<file path="src/rtl/ex_muldiv_unit_pkg.sv">
// Shared types and constants for the EX-stage RV32M multiply/divide sequencer.
package ex_muldiv_unit_pkg;

    localparam int XLEN  = 32;
    localparam int CNT_W = 5;

    localparam logic [6:0]      funct7_muldiv = 7'b0000001;
    localparam logic [XLEN-1:0] xlen_min      = {1'b1, {(XLEN-1){1'b0}}};

    typedef enum logic [2:0] {
        mul    = 3'b000,
        mulh   = 3'b001,
        mulhsu = 3'b010,
        mulhu  = 3'b011,
        div    = 3'b100,
        divu   = 3'b101,
        rem    = 3'b110,
        remu   = 3'b111
    } muldiv_f3_t;

    typedef enum logic [1:0] {
        IDLE = 2'd0,
        CALC = 2'd1,
        DONE = 2'd2
    } muldiv_state_t;

endpackage

</file>
<file path="src/rtl/ex_muldiv_unit_if.sv">
// EX <-> muldiv sequencer signal bundle.
interface ex_muldiv_unit_if;
    import ex_muldiv_unit_pkg::*;

    // Handshake: EX holds start with stable funct3/operands while stall is high;
    // the op completes in the single cycle where done=1 (stall=0 then), and flush
    // cancels whatever is in flight without a done pulse.
    logic                start;
    muldiv_f3_t          funct3;
    logic [XLEN-1:0]     rs1_v;
    logic [XLEN-1:0]     rs2_v;
    logic                flush;
    logic                stall;
    logic                done;
    logic [XLEN-1:0]     result;
    muldiv_state_t       dbg_state;

    modport master (
        output start, funct3, rs1_v, rs2_v, flush,
        input  stall, done, result, dbg_state
    );

    modport slave (
        input  start, funct3, rs1_v, rs2_v, flush,
        output stall, done, result, dbg_state
    );

endinterface

</file>
<file path="src/rtl/ex_muldiv_unit_iter.sv">
// One radix-2 step: shift-add for multiply, restoring shift-subtract for divide.
module ex_muldiv_unit_iter
    import ex_muldiv_unit_pkg::*;
(
    input  logic                is_div,
    input  logic [2*XLEN-1:0]   prod,
    input  logic [XLEN:0]       rem,
    input  logic [XLEN-1:0]     opnd,
    output logic [2*XLEN-1:0]   prod_next,
    output logic [XLEN:0]       rem_next
);

    logic [XLEN:0]   sum;
    logic [XLEN+1:0] shifted;
    logic [XLEN:0]   diff;
    logic            ge;

    always_comb begin
        sum       = {1'b0, prod[2*XLEN-1:XLEN]} + (prod[0] ? {1'b0, opnd} : '0);
        shifted   = {rem, prod[XLEN-1]};
        ge        = shifted >= {2'b00, opnd};
        diff      = shifted[XLEN:0] - {1'b0, opnd};
        prod_next = {sum, prod[XLEN-1:1]};
        rem_next  = rem;
        // For divide the low half holds the dividend shifting out and the quotient shifting in.
        if (is_div) begin
            prod_next = {prod[2*XLEN-1:XLEN], prod[XLEN-2:0], ge};
            rem_next  = ge ? diff : shifted[XLEN:0];
        end
    end

endmodule

</file>
<file path="src/rtl/ex_muldiv_unit.sv">
// Iterative RV32M multiply/divide sequencer; stalls EX while iterating on operand magnitudes.
module ex_muldiv_unit
    import ex_muldiv_unit_pkg::*;
(
    input  logic            clk,
    input  logic            rst,
    ex_muldiv_unit_if.slave bus
);

    muldiv_state_t      state_q;
    logic [CNT_W-1:0]   count_q;
    muldiv_f3_t         f3_q;
    logic [2*XLEN-1:0]  prod_q, prod_nx;
    logic [XLEN:0]      rem_q, rem_nx;
    logic [XLEN-1:0]    opnd_q, spec_res_q;
    logic               neg_res_q, neg_rem_q, special_q;

    logic               is_div, a_sgn, b_sgn, a_neg, b_neg, div_zero, div_ovf;
    logic [XLEN-1:0]    a_mag, b_mag, spec_val;

    always_comb begin
        is_div   = bus.funct3[2];
        a_sgn    = bus.funct3 inside {mul, mulh, mulhsu, div, rem};
        b_sgn    = bus.funct3 inside {mul, mulh, div, rem};
        a_neg    = a_sgn & bus.rs1_v[XLEN-1];
        b_neg    = b_sgn & bus.rs2_v[XLEN-1];
        a_mag    = a_neg ? -bus.rs1_v : bus.rs1_v;
        b_mag    = b_neg ? -bus.rs2_v : bus.rs2_v;
        div_zero = is_div && (bus.rs2_v == '0);
        div_ovf  = (bus.funct3 inside {div, rem}) && (bus.rs1_v == xlen_min) && (bus.rs2_v == '1);
        // funct3[1] separates the remainder ops from the quotient ops.
        if (div_zero) spec_val = bus.funct3[1] ? bus.rs1_v : '1;
        else          spec_val = bus.funct3[1] ? '0 : xlen_min;
    end

    ex_muldiv_unit_iter u_muldiv_iter (
        .is_div    (f3_q[2]),
        .prod      (prod_q),
        .rem       (rem_q),
        .opnd      (opnd_q),
        .prod_next (prod_nx),
        .rem_next  (rem_nx)
    );

    always_ff @(posedge clk or posedge rst) begin
        if (rst) begin
            state_q    <= IDLE;
            count_q    <= '0;
            f3_q       <= mul;
            prod_q     <= '0;
            rem_q      <= '0;
            opnd_q     <= '0;
            spec_res_q <= '0;
            neg_res_q  <= 1'b0;
            neg_rem_q  <= 1'b0;
            special_q  <= 1'b0;
        end else if (bus.flush) begin
            state_q <= IDLE;
            count_q <= '0;
        end else begin
            case (state_q)
                IDLE: if (bus.start) begin
                    f3_q       <= bus.funct3;
                    prod_q     <= {{XLEN{1'b0}}, is_div ? a_mag : b_mag};
                    opnd_q     <= is_div ? b_mag : a_mag;
                    rem_q      <= '0;
                    neg_res_q  <= a_neg ^ b_neg;
                    neg_rem_q  <= a_neg;
                    special_q  <= div_zero | div_ovf;
                    spec_res_q <= spec_val;
                    count_q    <= '0;
                    state_q    <= (div_zero | div_ovf) ? DONE : CALC;
                end
                CALC: begin
                    prod_q <= prod_nx;
                    rem_q  <= rem_nx;
                    if (count_q == CNT_W'(XLEN-1)) state_q <= DONE;
                    else                          count_q <= count_q + 1'b1;
                end
                DONE:    state_q <= IDLE;
                default: state_q <= IDLE;
            endcase
        end
    end

    logic [2*XLEN-1:0] prod_fix;
    logic [XLEN-1:0]   quo_fix, rem_fix, res_sel;

    always_comb begin
        prod_fix = neg_res_q ? -prod_q : prod_q;
        quo_fix  = neg_res_q ? -prod_q[XLEN-1:0] : prod_q[XLEN-1:0];
        rem_fix  = neg_rem_q ? -rem_q[XLEN-1:0] : rem_q[XLEN-1:0];
        case (f3_q)
            mul:                  res_sel = prod_fix[XLEN-1:0];
            mulh, mulhsu, mulhu:  res_sel = prod_fix[2*XLEN-1:XLEN];
            div, divu:            res_sel = quo_fix;
            default:              res_sel = rem_fix;
        endcase
        if (special_q) res_sel = spec_res_q;
    end

    assign bus.stall     = ~bus.flush & (((state_q == IDLE) & bus.start) | (state_q == CALC));
    assign bus.done      = (state_q == DONE) & ~bus.flush;
    assign bus.result    = bus.done ? res_sel : '0;
    assign bus.dbg_state = state_q;

endmodule

</file>
<file path="src/flat_wrapper.sv">
// flat-port wrapper written by rule: the top's interface ports become plain ports
module ex_muldiv_unit_flat import ex_muldiv_unit_pkg::*;
  (clk, rst, bus_start, bus_funct3, bus_rs1_v, bus_rs2_v, bus_flush, bus_stall, bus_done, bus_result, bus_dbg_state);
  ex_muldiv_unit_if bus_i ();
  input  logic clk;
  input  logic rst;
  input wire logic [$bits(bus_i.start)-1:0] bus_start;
  input wire logic [$bits(bus_i.funct3)-1:0] bus_funct3;
  input wire logic [$bits(bus_i.rs1_v)-1:0] bus_rs1_v;
  input wire logic [$bits(bus_i.rs2_v)-1:0] bus_rs2_v;
  input wire logic [$bits(bus_i.flush)-1:0] bus_flush;
  output wire logic [$bits(bus_i.stall)-1:0] bus_stall;
  output wire logic [$bits(bus_i.done)-1:0] bus_done;
  output wire logic [$bits(bus_i.result)-1:0] bus_result;
  output wire logic [$bits(bus_i.dbg_state)-1:0] bus_dbg_state;
  assign bus_i.start = bus_start;
  assign bus_i.funct3 = bus_funct3;
  assign bus_i.rs1_v = bus_rs1_v;
  assign bus_i.rs2_v = bus_rs2_v;
  assign bus_i.flush = bus_flush;
  assign bus_stall = bus_i.stall;
  assign bus_done = bus_i.done;
  assign bus_result = bus_i.result;
  assign bus_dbg_state = bus_i.dbg_state;
  ex_muldiv_unit u_core (.clk(clk), .rst(rst), .bus(bus_i));
endmodule
</file>
<file path="config.mk">
export PLATFORM = sky130hd
export DESIGN_NAME = ex_muldiv_unit_flat
export DESIGN_NICKNAME = d
export VERILOG_FILES = /design/src/rtl/ex_muldiv_unit_pkg.sv /design/src/rtl/ex_muldiv_unit_if.sv /design/src/rtl/ex_muldiv_unit_iter.sv /design/src/rtl/ex_muldiv_unit.sv /design/src/flat_wrapper.sv
export SDC_FILE = /design/constraint.sdc
export NUM_CORES = 1
export LEC_CHECK = 0
export CORE_MARGIN = 2
export CORE_UTILIZATION = 30
export DETAILED_ROUTE_END_ITERATION = 7
export DONT_BUFFER_PORTS = 1
export PLACE_DENSITY = 0.45
export SETUP_SLACK_MARGIN = 0.3
export SYNTH_ARGS = -nofsm -noshare
export SYNTH_HDL_FRONTEND = slang
export SYNTH_HIERARCHICAL = 1
export SYNTH_SLANG_ARGS = --single-unit
</file>
<file path="constraint.sdc">
create_clock -name clk -period 5.6 [get_ports clk]
set_input_delay 0.84 -clock clk [delete_from_list [all_inputs] [get_ports clk]]
set_output_delay 0.84 -clock clk [all_outputs]
set_load 0.01 [all_outputs]
</file>
# [Word level (Yosys, flattened, before mapping)]
# Index checks and enable logic that the tools add are counted.
[word_totals] regBits=174
[classes] add_sub_neg=8 order_cmp=1 n_eq_ne=20 n_mux=30 bitwise=9 reduce_logical=20
[ops] cell="2-to-1 mux 32 bit" count=12
[ops] cell="2-to-1 mux 64 bit" count=3
[ops] cell="negation 32 bit" count=4
[ops] cell="case mux 64 bit (2 select lines)" count=1
[ops] cell="2-to-1 mux 33 bit" count=3
[ops] cell="case mux 32 bit (3 select lines)" count=1
[ops] cell="case mux 33 bit (2 select lines)" count=1
[ops] cell="equality test 32 bit, second input constant" count=2
[ops] cell="negation 64 bit" count=1
[ops] cell="greater-or-equal comparator 34 x 32 -> 1 bit" count=1
[ops] cell="adder 32 x 33 -> 33 bit" count=1
[ops] cell="subtractor 33 x 32 -> 33 bit" count=1
[ops] cell="logical NOT 32 bit" count=1
[ops] cell="2-to-1 mux 5 bit" count=3
[ops] cell="equality test 3 bit, second input constant" count=4
[ops] cell="case mux 5 bit (2 select lines)" count=1
[ops] cell="equality test 3 x 2 -> 1 bit, second input constant" count=3
[ops] cell="AND reduction 3 bit" count=3
[ops] cell="2-to-1 mux 2 bit" count=4
[ops] cell="AND reduction 4 bit" count=2
[ops] cell="equality test 3 x 1 -> 1 bit, second input constant" count=2
[ops] cell="logical NOT 3 bit" count=2
[ops] cell="!= test 3 bit, second input constant" count=2
[ops] cell="adder 5 x 1 -> 5 bit, second input constant" count=1
[ops] cell="other kinds (20)" count=29

# [Logic depth before layout (Yosys ltp)]
[depth] depth_word=9 ltp_mapped=16 ltp_nobuf=14

# [By module]
# The synthesis kept the hierarchy.
[by_module_without_submodules] mod="ex_muldiv_unit" n_inst=1 cells_per_inst=1448 area_per_inst_um2=12135.4
[by_module_without_submodules] mod="ex_muldiv_unit_iter" n_inst=1 cells_per_inst=818 area_per_inst_um2=5232.5

# [Worst setup path before layout]
# OpenSTA, ideal clock, no wires.
[synth_path] path_type="register to output" startpoint="register u_core.rem_q[12]" endpoint="output bus_result[29]" arrival_time_ps=2887 setup_slack_ps=1873 stages_incl_launch_ff=9 path_buffers=1 path_cell_list="dfrtp_1 or4_1 or4b_1 clkbuf_1 or4_1 o41ai_1 xor2_1 a21oi_1 a32o_1"
[synth_between] elab_chain_cells=5
[synth_rtl] element="start, declared" line="ex_muldiv_unit.sv:14" source="logic [XLEN:0] rem_q, rem_nx;"
[synth_rtl] element="start signal, assigned" line="ex_muldiv_unit.sv:76" source="rem_q <= rem_nx;"
[synth_rtl] element="negation 32 bit" line="ex_muldiv_unit.sv:92" source="rem_fix = neg_rem_q ? -rem_q[XLEN-1:0] : rem_q[XLEN-1:0];"
[synth_rtl] element="2-to-1 mux 32 bit" line="ex_muldiv_unit.sv:92"
[synth_rtl] element="case mux 32 bit (3 select lines)" line="ex_muldiv_unit.sv:93" source="case (f3_q)"
[synth_rtl] element="2-to-1 mux 32 bit" line="ex_muldiv_unit.sv:99" source="if (special_q) res_sel = spec_res_q;"
[synth_rtl] element="2-to-1 mux 32 bit" line="ex_muldiv_unit.sv:104" source="assign bus.result = bus.done ? res_sel : '0;"
[synth_rtl] element="end, declared" line="flat_wrapper.sv:14" source="output wire logic [$bits(bus_i.result)-1:0] bus_result;"
# No other way between the ends.

# [Worst setup path after layout]
[layout_path] startpoint="register u_core.prod_q[36]" endpoint="output bus_result[23]"
[layout_between] elab_chain_cells=5
[layout_rtl] element="start, declared" line="ex_muldiv_unit.sv:13" source="logic [2*XLEN-1:0] prod_q, prod_nx;"
[layout_rtl] element="start signal, assigned" line="ex_muldiv_unit.sv:64" source="prod_q <= {{XLEN{1'b0}}, is_div ? a_mag : b_mag};"
[layout_rtl] element="start signal, assigned" line="ex_muldiv_unit.sv:75" source="prod_q <= prod_nx;"
[layout_rtl] element="negation 64 bit" line="ex_muldiv_unit.sv:90" source="prod_fix = neg_res_q ? -prod_q : prod_q;"
[layout_rtl] element="2-to-1 mux 64 bit" line="ex_muldiv_unit.sv:90"
[layout_rtl] element="case mux 32 bit (3 select lines)" line="ex_muldiv_unit.sv:93"
[layout_rtl] element="2-to-1 mux 32 bit" line="ex_muldiv_unit.sv:99"
[layout_rtl] element="2-to-1 mux 32 bit" line="ex_muldiv_unit.sv:104"
# No other way between the ends.

==> impl_metrics.toml <==
[outcome]
status = "complete, no violations"

[sta]
tns_ns = 0
worstMarginPinSlew_ns = 1.071
fin_worst_skew_ns = 0.01892
setup_viol = 0
rsz0062_at_grt = "false"
max_slew_margin_pct = 27.86
final.min_clock_period_ns = 5.034
fmax_mhz = 198.7
setup_ws_ns = 0.5664
drv_slew = 0
min_period_over_period_pct = 89.89
finalHoldViolations = 0

[cts]
cts_num_sinks = 174
cts_tree = "done"
h-tree-depth = 4
insertion_delay_ns = 0.51
cts_setup_buffers = 0
clk_pin_slew_ns = 0.08
clockBufferDepth = 2
cts_buffers = 17
cts_resized = 0
cts_hold_buf = 0
cts_root_buf = "clkbuf_16"

[global_routing]
antenna_found_initial = 1
grt_max_degree = 152
grt_pass1_wl_um = 109800
grt_pass1_vias = 16180
grt_overflow = 0
track_usage_pct = 24.63

[worst_setup_path]
worstPathRequired_ns = 4.76
slowest_stage = "or4_1"
rrSetupSlack_ns = 1.42
cp_cell_sequence = "or4_1 > nor4_2 > nand4b_1 > o31ai_1 > xnor2_1 > a222oi_1 > a21oi_1"
worst-r2r-cell-count = 15
endpoint_kind = "primary output"
crit_type = "flop to primary output"
r2r-start = "u_core/prod_q[31]"
startpoint_type = "flop"
cp-startpoint = "u_core/prod_q[36]"
cp_data_arrival_time_ns = 4.19
cp_max_fo = 13
cp_slowest_stage_delay_ns = 0.64
r2r_end = "u_core/rem_q[22]"

[power]
p_leak_uw = 0.007647
power_density_nw_per_um2 = 342.6
finalPower_uw = 6368
ir_drop_mv = 0.2819

[yosys]
synth_top_family_by_area = "compound AO/OA/AOI/OAI gates"
yosys_warnings = 6
synth.top_cell.area_share_pct = 25.07
synth-async-reset-ratio_pct = 100.0
syn_area_um2 = 17370
synth_top_area_cell = "dfrtp_1"
synth_compound_area_share_pct = 27.60
synth-seq-cells = 174
synth_fa_ha_area_share_pct = 5.345
yosys-top-cells-area = "dfrtp_1 (25%), nand2_1 (7.2%), xnor2_1 (5.9%)"
yosys.area_share.simple_pct = 23.71
ys_seq_area_share_pct = 25.07
synthXorXnorAreaFrac_pct = 9.430
ys_types = 86
synthCells = 2266
synth_edf_count = 0
synth_area_per_cell_um2 = 7.665
ys.flop_type = "dfrtp_1"
synth.area.mux_share_pct = 3.674
synth_fp_nets = 2410

[drt]
dr_wl_met2_um = 31140
wl_um = 74340
drt-initial-drc-count = 1671
avgViaCountPerCell = 5.897
met3_length_um = 5134
num_vias = 17350
wl_per_cell_um = 25.27
drc_errors = 0
ant_nets = 0
first_pass_iters = 6
top_layer = "met5"
wl_met1_um = 34670

[floorplan]
rows = 88
initial_core_util_pct = 30.22
die_h_um = 244.6
core-area_um2 = 57480
fp.dieArea_um2 = 59830
boundaryPins = 107
die_w_um = 244.6

[job]
max-cap-violations = 0

[final_layout]
multi_input_area_um2 = 12160
drive_gt1_share_pct = 7.636
fillers = 6193
syn_to_final_growth_pct = 7.009
nNetsFinal = 2305
seqCellArea_um2 = 4360

[placement]
gp_congestion = 0.9573
place_ws_ns = 1.006
dp_hpwl_um = 56200
placement.io_buffers = 0

[min_path]
min_path_type = "input port to async pin"
## flip-flops by register name, indices dropped and copies added, names as in the netlist
signal                count
u_core/neg_rem_q          1
u_core/neg_res_q          1
u_core/opnd_q            32
u_core/spec_res_q        32
u_core/special_q          1
u_core/count_q            5
u_core/bus.dbg_state      2
u_core/prod_q            64
u_core/rem_q             33
u_core/f3_q               3
## how the worst max path moves through the flow
stage          depth (start not counted)             end  slack [ns]
6_report                               7  bus_result[23]        0.57
5_1_grt                                7  bus_result[23]        0.33
4_1_cts                                9  bus_result[30]        0.44
3_5_place_dp                           9  bus_result[30]        1.01
3_3_place_gp                           7  bus_result[31]        1.17
2_1_floorplan                          8  bus_result[29]        1.87
## report_power, final
part,total [µW],switching (µW),leakage (µW),internal (µW)
Sequential,2000,566,0.00229,1440
Clock,1330,681,0.000301,646
Combinational,3040,1900,0.00506,1130
Total,6370,3150,0.00765,3220
## placed cells by master, fill, tap and decap left out, types with 26 or more instances in the layout
cell type,Yosys,routed
o31ai_1,57,57
o41ai_1,26,26
or4_1,28,27
o31ai_2,28,28
inv_1,74,72
nand4_1,30,30
o21ai_0,169,169
xor2_1,70,70
mux2_2,38,38
nor2_1,130,128
xnor2_1,117,117
nand2_1,335,334
dfrtp_1,174,171
nor3_1,42,41
and2_1,37,37
a21o_1,31,31
o221ai_1,32,32
a22o_1,30,30
ha_1,71,71
nor2b_1,38,37
a21oi_1,160,160
nand3_1,66,66
nor4_1,27,27
a31oi_1,33,33
## layout make-up
class | count | share of cell area, %
Multi-Input combinational cell | 1868 | 65.42
Antenna cell | 3 | 0.04039
Clock inverter | 15 | 1.023
Inverter | 75 | 1.535
Tap cell | 765 | 5.150
Timing Repair Buffer | 25 | 1.077
Clock buffer | 17 | 2.289
Sequential cell | 174 | 23.46
## cell usage after synthesis, drive strengths merged (15+ instances only)
cell	instances
a211oi	23
a21o	31
a21oi	161
a22o	30
a31oi	33
and2	39
and3	24
buf	25
clkbuf	124
dfrtp	174
ha	71
inv	74
mux2	38
mux2i	21
nand2	335
nand2b	16
nand3	67
nand4	31
nor2	130
nor2b	38
nor3	43
nor4	28
o21ai	173
o221ai	32
o22ai	15
o31ai	85
o41ai	26
or3	26
or4	30
xnor2	117
xor2	70
## metal layers
| metal | vias to the layer above | GRT usage [%] |
|---|---|---|
| met4 | 2 | 11.08 |
| met2 | 614 | 35.51 |
| li1 | 8116 | - |
| met5 | - | 1.389 |
| met1 | 8508 | 34.61 |
| met3 | 109 | 5.642 |
## logic make-up after synthesis
logic type,count (synthesis)
flip-flops,174
AO/OA/AOI/OAI,705
adder cells (fa/ha/maj),73
multiplexers,59
XOR/XNOR,187
AND/OR/NAND/NOR,844
buffers and inverters,224
## per-stage QoR
step / instance area (µm²) / hold WS, ns / util, % / std cells
2_1_floorplan: 17370 / 0.4517 / - / 2266
3_3_place_gp: 17940 / 0.4636 / 31.22 / 2907
3_5_place_dp: 17940 / 0.4722 / 31.22 / 2907
4_1_cts: 18560 / 0.2724 / 32.29 / 2939
5_1_grt: 18580 / 0.3183 / 32.32 / 2939
6_report: 18590 / 0.2815 / 32.34 / 2942
## worst max-delay path: cells and delay by family, from the launching register on
| kind | cells | cell delay, ns |
|---|---|---|
| AND/OR/NAND/NOR | 3 | 1.77 |
| flip-flops | 1 | 0.45 |
| XOR/XNOR | 1 | 0.12 |
| AO/OA/AOI/OAI | 3 | 1.35 |
Power figures use the tool's default switching activity.
